===== src/rtl/rf_write_arbiter_if.sv =====
// Bundle for the register file write port arbiter: writeback and multiply requests in,
// handshake responses and the registered WE3/WA3/WD3 write port out.
interface rf_write_arbiter_if;
  logic        wb_valid;
  logic [3:0]  wb_addr;
  logic [31:0] wb_data;
  logic        mul_valid;
  logic [3:0]  mul_addr;
  logic [31:0] mul_data;
  logic        mul_ready;
  logic        stall_w;
  logic        WE3;
  logic [3:0]  WA3;
  logic [31:0] WD3;

  modport master (
    output wb_valid, wb_addr, wb_data, mul_valid, mul_addr, mul_data,
    input  mul_ready, stall_w, WE3, WA3, WD3
  );

  modport slave (
    input  wb_valid, wb_addr, wb_data, mul_valid, mul_addr, mul_data,
    output mul_ready, stall_w, WE3, WA3, WD3
  );
endinterface


===== src/rtl/rf_write_arbiter.sv =====
// Shares the single register file write port between writeback (default priority) and the
// multiplier; grant is combinational, WE3/WA3/WD3 follow one cycle later. Refused writeback sees stall_w.
module rf_write_arbiter #(
  parameter int unsigned MAX_WAIT = 4
) (
  input  logic              clk,
  input  logic              reset,
  rf_write_arbiter_if.slave bus
);

  localparam int unsigned    CW      = (MAX_WAIT > 0) ? $clog2(MAX_WAIT + 1) : 1;
  localparam logic [CW-1:0]  MAX_CNT = CW'(MAX_WAIT);

  logic [CW-1:0] wait_cnt_q, wait_cnt_d;
  logic          we_q, we_d;
  logic [3:0]    wa_q, wa_d;
  logic [31:0]   wd_q, wd_d;

  logic          grant_mul;
  logic          grant_wb;
  logic [3:0]    sel_addr;
  logic [31:0]   sel_data;

  always_comb begin
    grant_mul = bus.mul_valid && (!bus.wb_valid || (wait_cnt_q == MAX_CNT));
    grant_wb  = bus.wb_valid && !grant_mul;
    sel_addr  = grant_mul ? bus.mul_addr : bus.wb_addr;
    sel_data  = grant_mul ? bus.mul_data : bus.wb_data;
  end

  always_comb begin
    wait_cnt_d = wait_cnt_q;
    if (grant_mul || !bus.mul_valid) begin
      wait_cnt_d = '0;
    end else if (wait_cnt_q != MAX_CNT) begin
      wait_cnt_d = wait_cnt_q + 1'b1;
    end
  end

  // r15 is the PC: a granted write there still consumes the slot but never asserts WE3.
  always_comb begin
    we_d = (grant_mul || grant_wb) && (sel_addr != 4'hF);
    wa_d = wa_q;
    wd_d = wd_q;
    if (grant_mul || grant_wb) begin
      wa_d = sel_addr;
      wd_d = sel_data;
    end
  end

  always_ff @(posedge clk or posedge reset) begin
    if (reset) begin
      wait_cnt_q <= '0;
      we_q       <= 1'b0;
      wa_q       <= 4'h0;
      wd_q       <= 32'h0;
    end else begin
      wait_cnt_q <= wait_cnt_d;
      we_q       <= we_d;
      wa_q       <= wa_d;
      wd_q       <= wd_d;
    end
  end

  assign bus.mul_ready = grant_mul;
  assign bus.stall_w   = bus.wb_valid && grant_mul;
  assign bus.WE3       = we_q;
  assign bus.WA3       = wa_q;
  assign bus.WD3       = wd_q;

endmodule


===== src/flat_wrapper.sv =====
// flat-port wrapper written by rule: the top's interface ports become plain ports
module rf_write_arbiter_flat 
#(
  parameter int unsigned MAX_WAIT = 4
)
  (clk, reset, bus_wb_valid, bus_wb_addr, bus_wb_data, bus_mul_valid, bus_mul_addr, bus_mul_data, bus_mul_ready, bus_stall_w, bus_WE3, bus_WA3, bus_WD3);
  rf_write_arbiter_if bus_i ();
  input  logic clk;
  input  logic reset;
  input wire logic [$bits(bus_i.wb_valid)-1:0] bus_wb_valid;
  input wire logic [$bits(bus_i.wb_addr)-1:0] bus_wb_addr;
  input wire logic [$bits(bus_i.wb_data)-1:0] bus_wb_data;
  input wire logic [$bits(bus_i.mul_valid)-1:0] bus_mul_valid;
  input wire logic [$bits(bus_i.mul_addr)-1:0] bus_mul_addr;
  input wire logic [$bits(bus_i.mul_data)-1:0] bus_mul_data;
  output wire logic [$bits(bus_i.mul_ready)-1:0] bus_mul_ready;
  output wire logic [$bits(bus_i.stall_w)-1:0] bus_stall_w;
  output wire logic [$bits(bus_i.WE3)-1:0] bus_WE3;
  output wire logic [$bits(bus_i.WA3)-1:0] bus_WA3;
  output wire logic [$bits(bus_i.WD3)-1:0] bus_WD3;
  assign bus_i.wb_valid = bus_wb_valid;
  assign bus_i.wb_addr = bus_wb_addr;
  assign bus_i.wb_data = bus_wb_data;
  assign bus_i.mul_valid = bus_mul_valid;
  assign bus_i.mul_addr = bus_mul_addr;
  assign bus_i.mul_data = bus_mul_data;
  assign bus_mul_ready = bus_i.mul_ready;
  assign bus_stall_w = bus_i.stall_w;
  assign bus_WE3 = bus_i.WE3;
  assign bus_WA3 = bus_i.WA3;
  assign bus_WD3 = bus_i.WD3;
  rf_write_arbiter #(.MAX_WAIT(MAX_WAIT)) u_core (.clk(clk), .reset(reset), .bus(bus_i));
endmodule

===== config.mk =====
export PLATFORM = sky130hd
export DESIGN_NAME = rf_write_arbiter_flat
export DESIGN_NICKNAME = d
export VERILOG_FILES = /design/src/rtl/rf_write_arbiter_if.sv /design/src/rtl/rf_write_arbiter.sv /design/src/flat_wrapper.sv
export SDC_FILE = /design/constraint.sdc
export NUM_CORES = 1
export LEC_CHECK = 0
export CAP_MARGIN = 20
export CORE_MARGIN = 5
export CORE_UTILIZATION = 37
export DETAILED_ROUTE_END_ITERATION = 8
export PLACE_DENSITY = 0.86
export SLEW_MARGIN = 30
export SYNTH_ARGS = -nofsm -noshare
export SYNTH_HDL_FRONTEND = slang
export SYNTH_SLANG_ARGS = --single-unit

===== constraint.sdc =====
create_clock -name clk -period 1.79 [get_ports clk]
set_input_delay 0.358 -clock clk [delete_from_list [all_inputs] [get_ports clk]]
set_output_delay 0.358 -clock clk [all_outputs]
set_load 0.05 [all_outputs]

==> out/metrics.yaml <==
die_h_um: 80.8
h-tree-depth: 2
firstDrtPassIters: 4
cp_max_fo: 3
ys_seq_area_share_pct: 53.9
wl_um: 6100
synth.area.top_cells: "dfrtp_1, a221o_1, and3_1"
wire_per_inst_um: 17.8
setup_viol: 0
max_stage_delay_ns: 0.36
async_flop_share_pct: 100
multiInputGateArea_um2: 772
syn_area_mm2: 0.00186
utilization_pct: 67.6
gp_congestion: 0.790
p_leak_uw: 0.00152
fin_crit_sh_pct: 97.5
port_buffers: 114
yosysWarnings: 0
regArea_mm2: 0.00100
n_antenna_cell: 0
finalClockSkew_ns: 0.00840
grt_start_max_net_pins: 41
vias_per_cell: 5.24
drive_gt1_share_pct: 25.5
timing.hold.ws_ns: 0.416
irDropWorstVdd_uv: 698
grt_pass1_vias: 1810
r2r.worst_path.cells: 7
slew_violations: 0
rrSetupSlack_ns: 0.15
yosysMostFrequentCell: "dfrtp_1"
ys_seq_elements: 40
drc: 0
period_minus_slack_ns: 1.75
hold_path_class: "in -> async"
maxCapViolCount: 0
r2r_end: "u_core.bus.WD3[18]"
cp_top_family: "flip-flops"
clkLatencyLatePin_ns: 0.28
synth_edf_count: 0
synthTopCellsByCount: "dfrtp_1, and3_1, a221o_1"
antenna_left: 0
rsz0062_at_grt: "true"
grt_usage_pct: 18.1
power_density_mw_per_mm2: 808
cts-root-buf: "clkbuf_8"
fillCellCount: 373
cts_buffers: 5
avgSynthCellArea_um2: 12.0
grt_overflow: 0
ioPinCount: 115
nets: 352
num_rows: 25
status: "complete, no violations"
cp_slowest_cell: "dfrtp_1"
fmax_mhz: 573
die_w_um: 80.8
synth_fp_nets: 232
worstPathRequired_ns: 1.43
clk_pin_slew_ns: 0.08
vias: 1791
synthFlopType: "dfrtp_1"
ctsHoldBuffers: 0
cts_tree: "done"
coreArea_mm2: 0.00479
yosys.area.top_type: "dfrtp_1"
fp.dieArea_mm2: 0.00653
hold_viol_final: 0
cp_num_buf_inv: 2
cts.sinks: 40
antenna_found_initial: 0
yosysTopAreaCellShare_pct: 53.9
synthCells: 154
cts_buffer_depth: 2
startpoint_type: "flop"
path_cells: "inv_2 -> ha_4 -> a21bo_1 -> and3_4 -> buf_12"
hpwl_um: 4500
max-slew-margin-rel_pct: 84.4
critPathKind: "reg -> out"
grt_pass1_wl_um: 9150
synth.distinct_cells: 22
start_util_pct: 38.8
end_kind: "output port"
critPathArrivalTime_ns: 1.39
worstMarginPinSlew_ns: 0.234
r2r-start: "u_core.wait_cnt_q[1]"
drt_iter0_markers: 134
area_delta_synth_final_pct: 74.3
cell type report:
class,count,share of cell area (%)
timing repair buffer,128,38.8
clock buffer,6,2.24
multi-input combinational,95,23.9
clock inverter,2,1.08
sequential,40,30.9
inverter,4,0.464
tap,67,2.59
placed cells by master (no fill, tap or decap), types with 2 or more instances in the layout:
cell and n:
and3_1 32, nand2_1 2, clkdlybuf4s50_1 74, dfrtp_1 40
buf_4 44, a211o_1 4, o221a_2 4, inv_2 2
a221o_1 32, clkbuf_8 5, nor2_1 4, nor2b_1 4
inv_1 2, buf_12 8
metrics by stage:
stage / std cells / worst slack, ns / setup TNS (ns) / total power [uW] / area [um2]
after floorplan: 154 / 0.156 / 0 / 1510 / 1860
after global placement: 330 / -0.0354 / -0.239 / 1880 / 3070
after detailed placement: 330 / -0.0399 / -0.928 / 1900 / 3070
after CTS: 339 / 0.00644 / 0 / 2630 / 3200
after global routing: 342 / -0.0196 / -0.0212 / 2730 / 3230
final: 342 / 0.0449 / 0 / 2610 / 3230
state kept, by name (all words and copies together) (netlist names):
name,cells
u_core.bus.WD3,32
u_core.bus.WE3,1
u_core.wait_cnt_q,3
u_core.bus.WA3,4
power breakdown:
group	switching (uW)	internal, uW
combinational	471	386
clock	308	414
sequential	50.0	985
total	829	1780
worst reg2reg max path: cells and delay by family (launching register included):
family	cells	cell delay, ns
buffers and inverters	3	0.33
AOI/OAI and AO/OA	2	0.51
and+or+nand+nor	1	0.16
DFF	1	0.36
adders and majority gates	1	0.16
worst max path at each step:
stage                                    start                  to  slack, ns  cells past startpoint
after detailed placement          bus_wb_valid  u_core.bus.WD3[16]      -0.04                      5
after CTS                 u_core.wait_cnt_q[0]       bus_mul_ready      0.006                      5
after floorplan           u_core.wait_cnt_q[0]   u_core.bus.WD3[0]       0.16                      7
after global placement            bus_wb_valid   u_core.bus.WA3[0]      -0.04                      5
after global routing      u_core.wait_cnt_q[0]         bus_stall_w      -0.02                      5
final                     u_core.wait_cnt_q[1]         bus_stall_w       0.04                      5
cells by family after synthesis:
kind of cell    Yosys count  share of synthesized area (%)
simple gates             48                           15.4
compound gates           44                           23.2
flops                    40                           53.9
buf+inv                  19                           5.53
fa+ha+maj                 2                           1.35
mux                       1                          0.539
per-layer routing:
metal  routed length [um]  GRT usage (%)  vias to the layer above
met5                    0              0                        -
met4                   64           3.72                        0
met2                 3280           32.6                       68
li1                     -              -                      847
met1                 2350           22.1                      868
met3                  401           4.21                        8
what timing repair did:
action,CTS,global route
endpoints found under the setup margin,2,2
resized for setup,2,5
pin swaps,0,4
buffers inserted,1,3
cloned,0,0
Power figures use the tool's default switching activity.
